File: config.mk
export PLATFORM = sky130hd
export DESIGN_NAME = sigmoid_pwl_pipe
export DESIGN_NICKNAME = d
export VERILOG_FILES = /design/src/rtl/sigmoid_pwl_pipe.sv
export SDC_FILE = /design/constraint.sdc
export NUM_CORES = 1
export LEC_CHECK = 0
export CORE_ASPECT_RATIO = 0.75
export CORE_MARGIN = 3
export CORE_UTILIZATION = 51
export DETAILED_ROUTE_END_ITERATION = 6
export PLACE_DENSITY_LB_ADDON = 0.1
export SLEW_MARGIN = 20
export SYNTH_ARGS = -nofsm -noshare
export SYNTH_HDL_FRONTEND = slang
export SYNTH_SLANG_ARGS = --single-unit
File: constraint.sdc
create_clock -name clk -period 2.1 [get_ports clk]
set_input_delay 0.42 -clock clk [delete_from_list [all_inputs] [get_ports clk]]
set_output_delay 0.42 -clock clk [all_outputs]
set_load 0.005 [all_outputs]
File: src/rtl/sigmoid_pwl_pipe.sv
// Three-stage valid/ready piecewise-linear sigmoid/tanh unit built on a shared
// 2^-|x| term. Each stage's payload is held until the stage downstream can take it.
module sigmoid_pwl_pipe #(
  parameter int IW = 8,
  parameter int FW = 8
) (
  input  logic             clk,
  input  logic             rst_n,
  input  logic             ena,
  input  logic             in_valid,
  output logic             in_ready,
  input  logic [IW+FW-1:0] in_x,
  input  logic             in_mode,
  output logic             out_valid,
  input  logic             out_ready,
  output logic [FW:0]      out_y,
  output logic             out_clip
);
  localparam int W = IW + FW;
  localparam logic [W-1:0]  XMAX = {1'b0, {(W-1){1'b1}}};
  localparam logic [W-1:0]  XMIN = {1'b1, {(W-1){1'b0}}};
  localparam logic [FW-1:0] HALF = {1'b1, {(FW-1){1'b0}}};

  typedef struct packed {
    logic mode;
    logic neg;
    logic clip;
  } tag_t;

  logic [3:1]    vld_q, vld_d;
  logic [3:1]    adv, ld;
  // Stage 1 keeps only a>>2: the core term never looks at the two LSBs of |x2|.
  logic [W-3:0]  a1_q, a1_d;
  tag_t          tag1_q, tag1_d;
  logic [FW-1:0] t2_q, t2_d;
  tag_t          tag2_q, tag2_d;
  logic [FW:0]   y3_q, y3_d;
  logic          clip3_q, clip3_d;

  // stage 1 combinational results
  logic [W-1:0]  x2;
  logic          sat2, sat_abs;
  logic [W-3:0]  s1_a;
  // stage 2 / 3 combinational results
  logic [IW-2:0] n;
  logic [FW-1:0] base, s2_t, s;
  logic [FW:0]   s3_y;

  always_comb begin
    adv[3] = !vld_q[3] || out_ready;
    adv[2] = !vld_q[2] || adv[3];
    adv[1] = !vld_q[1] || adv[2];
    ld     = {3{ena}} & adv;
  end

  assign in_ready  = ena && adv[1];
  assign out_valid = ena && vld_q[3];
  assign out_y     = y3_q;
  assign out_clip  = clip3_q;

  always_comb begin
    sat2 = in_mode && (in_x[W-1] != in_x[W-2]);
    if (!in_mode)  x2 = in_x;
    else if (sat2) x2 = in_x[W-1] ? XMIN : XMAX;
    else           x2 = {in_x[W-2:0], 1'b0};
    sat_abs = (x2 == XMIN);
    // upper bits of -x2 = ~hi + carry, the carry coming out of the dropped LSBs
    if (sat_abs)     s1_a = XMAX[W-1:2];
    else if (x2[W-1]) s1_a = ~x2[W-2:2] + {{(W-4){1'b0}}, (x2[1:0] == 2'b00)};
    else             s1_a = x2[W-2:2];
  end

  always_comb begin
    n    = a1_q[W-3:FW-2];
    base = HALF - {2'b00, a1_q[FW-3:0]};
    s2_t = (int'(n) >= FW) ? '0 : (base >> n);
  end

  always_comb begin
    if (tag2_q.neg)        s = t2_q;
    else if (t2_q == '0)   s = '1;
    else                   s = -t2_q;
    s3_y = tag2_q.mode ? ({s, 1'b0} - {1'b1, {FW{1'b0}}}) : {1'b0, s};
  end

  always_comb begin
    vld_d   = vld_q;
    a1_d    = a1_q;
    tag1_d  = tag1_q;
    t2_d    = t2_q;
    tag2_d  = tag2_q;
    y3_d    = y3_q;
    clip3_d = clip3_q;
    if (ld[1]) begin
      vld_d[1] = in_valid;
      if (in_valid) begin
        a1_d   = s1_a;
        tag1_d = '{mode: in_mode, neg: x2[W-1], clip: sat2 || sat_abs};
      end
    end
    if (ld[2]) begin
      vld_d[2] = vld_q[1];
      if (vld_q[1]) begin
        t2_d   = s2_t;
        tag2_d = tag1_q;
      end
    end
    if (ld[3]) begin
      vld_d[3] = vld_q[2];
      if (vld_q[2]) begin
        y3_d    = s3_y;
        clip3_d = tag2_q.clip;
      end
    end
  end

  always_ff @(posedge clk or negedge rst_n) begin
    if (!rst_n) begin
      vld_q   <= '0;
      a1_q    <= '0;
      tag1_q  <= '0;
      t2_q    <= '0;
      tag2_q  <= '0;
      y3_q    <= '0;
      clip3_q <= 1'b0;
    end else begin
      vld_q   <= vld_d;
      a1_q    <= a1_d;
      tag1_q  <= tag1_d;
      t2_q    <= t2_d;
      tag2_q  <= tag2_d;
      y3_q    <= y3_d;
      clip3_q <= clip3_d;
    end
  end

endmodule

Word level (Yosys, flattened, before mapping)
Index checks and enable logic that the tools add are counted.
{"block": "totals", "register_bits": 40}
{"block": "classes", "n_addsub": 4, "magnitude_cmp": 1, "eq_ne": 2, "shifts": 1, "n_mux": 9, "bitwise_logic": 2, "n_reduce_logical": 15}
{"op": "16-bit two-way mux", "n": 3}
{"op": "13-bit two-way mux", "n": 2}
{"op": "8-bit two-way mux", "n": 3}
{"op": "16-bit equality test, second input constant", "n": 1}
{"op": "13-bit by 1-bit adder with 13-bit output", "n": 1}
{"op": "13-bit NOT", "n": 1}
{"op": "9-bit two-way mux", "n": 1}
{"op": "9-bit subtractor, second input constant", "n": 1}
{"op": "8-bit zero test", "n": 1}
{"op": "8-bit negation", "n": 1}
{"op": "8-bit by 7-bit right shift with 8-bit output", "n": 1}
{"op": "8-bit by 6-bit subtractor with 8-bit output, first input constant", "n": 1}
{"op": "7-bit by 4-bit greater-or-equal comparator with 1-bit output, second input constant", "n": 1}
{"op": "2-bit AND reduction", "n": 3}
{"op": "1-bit logical OR", "n": 4}
{"op": "3-bit AND", "n": 1}
{"op": "1-bit logical AND", "n": 3}
{"op": "1-bit zero test", "n": 3}
{"op": "2-bit zero test", "n": 1}
{"op": "1-bit inequality test", "n": 1}

Longest topological paths before layout
{"block": "logic_depth", "ltp_word": 8, "ltp_mapped": 12}

Worst setup path before layout
OpenSTA, ideal clock, no wires.
{"block": "synth_path", "path_kind": "input port to flip-flop", "startpoint": "in in_mode", "endpoint": "reg a1_q[10]", "setup_time_ps": 121, "arrival_ps": 2517, "slack_ps": -538, "stages": 12, "cell_sequence": "buf_2 -> buf_2 -> clkbuf_1 -> or3_1 -> o21ai_0 -> ha_1 -> o21ai_0 -> a21oi_1 -> nand2_1 -> o31ai_1 -> xnor2_1 -> o22a_1"}
{"block": "synth_between", "elab_chain_cells": 7}
{"element": "start, declared", "line": "13", "source": "input logic in_mode,"}
{"element": "1-bit logical AND", "line": "62", "source": "sat2 = in_mode && (in_x[W-1] != in_x[W-2]);"}
{"element": "16-bit two-way mux", "line": "64", "source": "else if (sat2) x2 = in_x[W-1] ? XMIN : XMAX;"}
{"element": "16-bit two-way mux *", "line": "63", "source": "if (!in_mode) x2 = in_x;"}
{"element": "2-bit zero test or 13-bit NOT (tied branches)", "line": "69", "source": "else if (x2[W-1]) s1_a = ~x2[W-2:2] + {{(W-4){1'b0}}, (x2[1:0] == 2'b00)};"}
{"element": "13-bit by 1-bit adder with 13-bit output", "line": "69"}
{"element": "13-bit two-way mux", "line": "69"}
{"element": "13-bit two-way mux *", "line": "68", "source": "if (sat_abs) s1_a = XMAX[W-1:2];"}
{"element": "end signal, assigned", "line": "120", "source": "a1_q <= '0;"}
{"element": "end signal, assigned", "line": "128", "source": "a1_q <= a1_d;"}
{"element": "end, declared", "line": "33", "source": "logic [W-3:0] a1_q, a1_d;"}
Every way passes the cells marked *; elsewhere a longest branch is shown, timed or not.
A chain may end at the register's enable or synchronous reset.

Final worst setup path
{"block": "layout_path", "startpoint": "in in_x[14]", "endpoint": "reg a1_q[12]"}
{"block": "layout_between", "elab_chain_cells": 8}
{"element": "start, declared", "line": "12", "source": "input logic [IW+FW-1:0] in_x,"}
{"element": "1-bit inequality test", "line": "62"}
{"element": "1-bit logical AND", "line": "62"}
{"element": "16-bit two-way mux", "line": "64"}
{"element": "16-bit two-way mux *", "line": "63"}
{"element": "2-bit zero test or 13-bit NOT (tied branches)", "line": "69"}
{"element": "13-bit by 1-bit adder with 13-bit output", "line": "69"}
{"element": "13-bit two-way mux", "line": "69"}
{"element": "13-bit two-way mux *", "line": "68"}
Marks and branches as above.

==> impl_metrics.toml <==
[status]
status = "finished, violations left"
violations = "setup timing"

[yosys]
synth_area_leader_cell = "dfrtp_1"
synth-main-ff-cell = "dfrtp_1"
synth_cell_types = 52
synth_fp_nets = 366
synth-edff-count = 0
synth.cell_area_mm2 = 0.00289
synthTopCellsByArea = "dfrtp_1 35%, xnor2_1 4.8%, nand2_1 4.8%"
synthCells = 340
synth-async-reset-ratio = 1.00
synth_top_area_frac = 0.346
synth-seq-cells = 40
yosysWarnings = 0
avgSynthCellArea_um2 = 8.50
ys_seq_area_frac = 0.346

[floorplanning]
num_rows = 23
die_width_um = 92.9
start_util = 0.534
boundaryPins = 34
dieArea_mm2 = 0.00662
coreArea_mm2 = 0.00541
die_y_um = 71.2

[clock_network]
clk_pin_slew_ps = 70
clk_latency_ps = 290
cts.htree.levels = 2
root_buffer = "clkbuf_8"
ctsHoldBuffers = 0
clockBufferDepth = 2
cts_buffers = 5
cts.sinks = 40
cts_tree = "built"

[setup_path]
worstPathArrival_ps = 2400
path_common_cell = "buf_6"
worstPathRequired_ps = 2280
slowest_stage = "a211o_1"
cp-start-kind = "input pin"
critical_path_class = "in2reg"
critPathMaxStageDelay_ps = 330
cp_cell_sequence = "buf_8 > buf_6 > buf_6 > nor4b_4 > a211oi_2 > a211o_1 > nor4_2 > buf_4 > nand3_2 > o211a_1 > mux2_4"
cp_max_fo = 4
cp-end-kind = "flop"

[hold_path]
hp-class = "in2async"

[routing]
drt_iter0_markers = 217
remaining_drc_errors = 0
drt-pass1-iter-count = 5
vias_per_cell = 5.82
wire_per_inst_um = 15.7
final_antenna_net_count = 0
vias = 3009
drt_wl_total_um = 8140

[grt]
grt_pass1_wl_um = 13400
antenna_found_initial = 0
grt_pass1_vias = 2771
overflow = 0
grtUsageTotal = 0.252
grt_max_degree = 41

[timing]
max_freq_ghz = 0.450
worstMarginPinSlew_ps = 499
worst_slack_ps = -123
rsz0062_at_grt = "yes"
post-route-min-period_ps = 2220
finalHoldViolCount = 0
fin_crit_sh = 1.06
report.final.slew_viol_count = 0
setup_viol = 20
slew_headroom = 0.665
clock_skew_ps = 9.23

[power]
power.total_w = 0.00284
power_density_mw_per_mm2 = 686
irDropWorstVdd_mv = 0.418
leakage_nw = 1.80

[placed_design]
gp_congestion = 0.854
io_buffers = 33
place_ws_ps = -763
dp_hpwl_um = 5880

[final_layout]
drive_gt1_frac = 0.321
n_antenna_cell = 0
syn_to_final_growth_pct = 43.2
final_nets = 468

[job]
cap_violations = 0
==> critical path, delay by kind of cell <==
family                 cells  cell delay [ps]
and+or+nand+nor            3              680
buffers and inverters      4              520
AOI/OAI and AO/OA          3              530
muxes                      1              250
==> path summary, 6_finish.rpt <==
path | depth (start not counted) | slack [ps] | startpoint | end
setup / recovery | 11 | -120 | in_x[14] | a1_q[12]$_DFFE_PN0P_
hold / removal | 2 | 170 | rst_n | a1_q[1]$_DFFE_PN0P_
setup reg to reg | 8 | -110 | t2_q[0]$_DFFE_PN0P_ | out_y[6]$_DFFE_PN0P_
hold reg to reg | 2 | 470 | out_y[1]$_DFFE_PN0P_ | out_y[1]$_DFFE_PN0P_
max in group asynchronous | 2 | 1570 | rst_n | tag1_q[0]$_DFFE_PN0P_
min in group clk | 3 | 470 | ena | vld_q[1]$_DFFE_PN0P_
==> power breakdown <==
group / leakage, nW / total (W) / switching [W] / internal, W
logic: 1.28 / 0.00118 / 0.000510 / 0.000670
clock network: 0.0410 / 0.000488 / 0.000262 / 0.000226
registers: 0.479 / 0.00117 / 0.000215 / 0.000955
==> cell families after synthesis <==
group / after synthesis / synth area share
AO/OA/AOI/OAI: 101 / 0.239
adder cells (fa/ha/maj): 7 / 0.0277
AND/OR/NAND/NOR: 121 / 0.203
buffers and inverters: 32 / 0.0485
multiplexers: 20 / 0.0775
XOR/XNOR: 19 / 0.0576
flip-flops: 40 / 0.346
==> cell usage in the layout (no fill, tap or decap), types with 7 or more instances in the layout <==
cell type        count
mux2i_1             10
o22a_1              11
buf_4               77
o21ai_1             10
xnor2_1             15
clkdlybuf4s50_1     18
dfrtp_1             40
nor3_1              12
mux2_2               8
a21oi_1             18
o21ai_0             16
nand2_1             33
inv_1                7
nor2_1              28
dlygate4sd2_1        8
==> state kept, by name, summed over array words and instances (netlist names) <==
signal,flops
out_clip,1
t2_q,8
tag2_q,3
a1_q,13
vld_q,3
tag1_q,3
out_y,9
==> per-stage QoR <==
stage / utilization / hold WS, ps / instance area, µm² / instances / setup TNS (ps)
finish: 0.765 / 172 / 4140 / 517 / -1250
global route: 0.765 / 214 / 4140 / 517 / -2780
CTS: 0.742 / 195 / 4020 / 512 / -389
detailed placement: 0.695 / 459 / 3760 / 493 / -11440
global placement: 0.695 / 453 / 3760 / 493 / -9170
floorplan: - / 124 / 2980 / 340 / -1840
==> layer usage <==
metal  vias up  track usage  part of all wire
li1       1450            -                 -
met4         0       0.0634             0.014
met2        94        0.360              0.44
met5         -            0                 0
met3        12       0.0414             0.049
met1      1453        0.395              0.50
==> cell type report <==
cell class              instances  area [µm²]
multi-input cells             268        1970
fillers                       425        1270
flip-flops and latches         40        1000
repair buffers                116         953
well taps                      75        93.8
clock buffers                   6        72.6
inverters                      11        43.8
clock inverters                 1        5.00
==> cells in the mapped netlist (all sizes together), types with 5 or more instances <==
library cell / instances
dfrtp: 40
nand2: 37
nor2: 28
o21ai: 28
a21oi: 21
xnor2: 16
clkbuf: 13
nor3: 13
inv: 11
o22a: 11
mux2i: 10
mux2: 9
buf: 8
nand3: 8
nor4: 7
a22o: 6
nand2b: 6
o31ai: 6
or3: 6
a31oi: 5
==> timing repair <==
action / CTS / global route
pin swaps: 18 / 20
setup buffers: 12 / 5
resized for setup: 52 / 20
endpoints found under the setup margin: 22 / 23
Note: power is estimated with default switching activity, not from simulation.
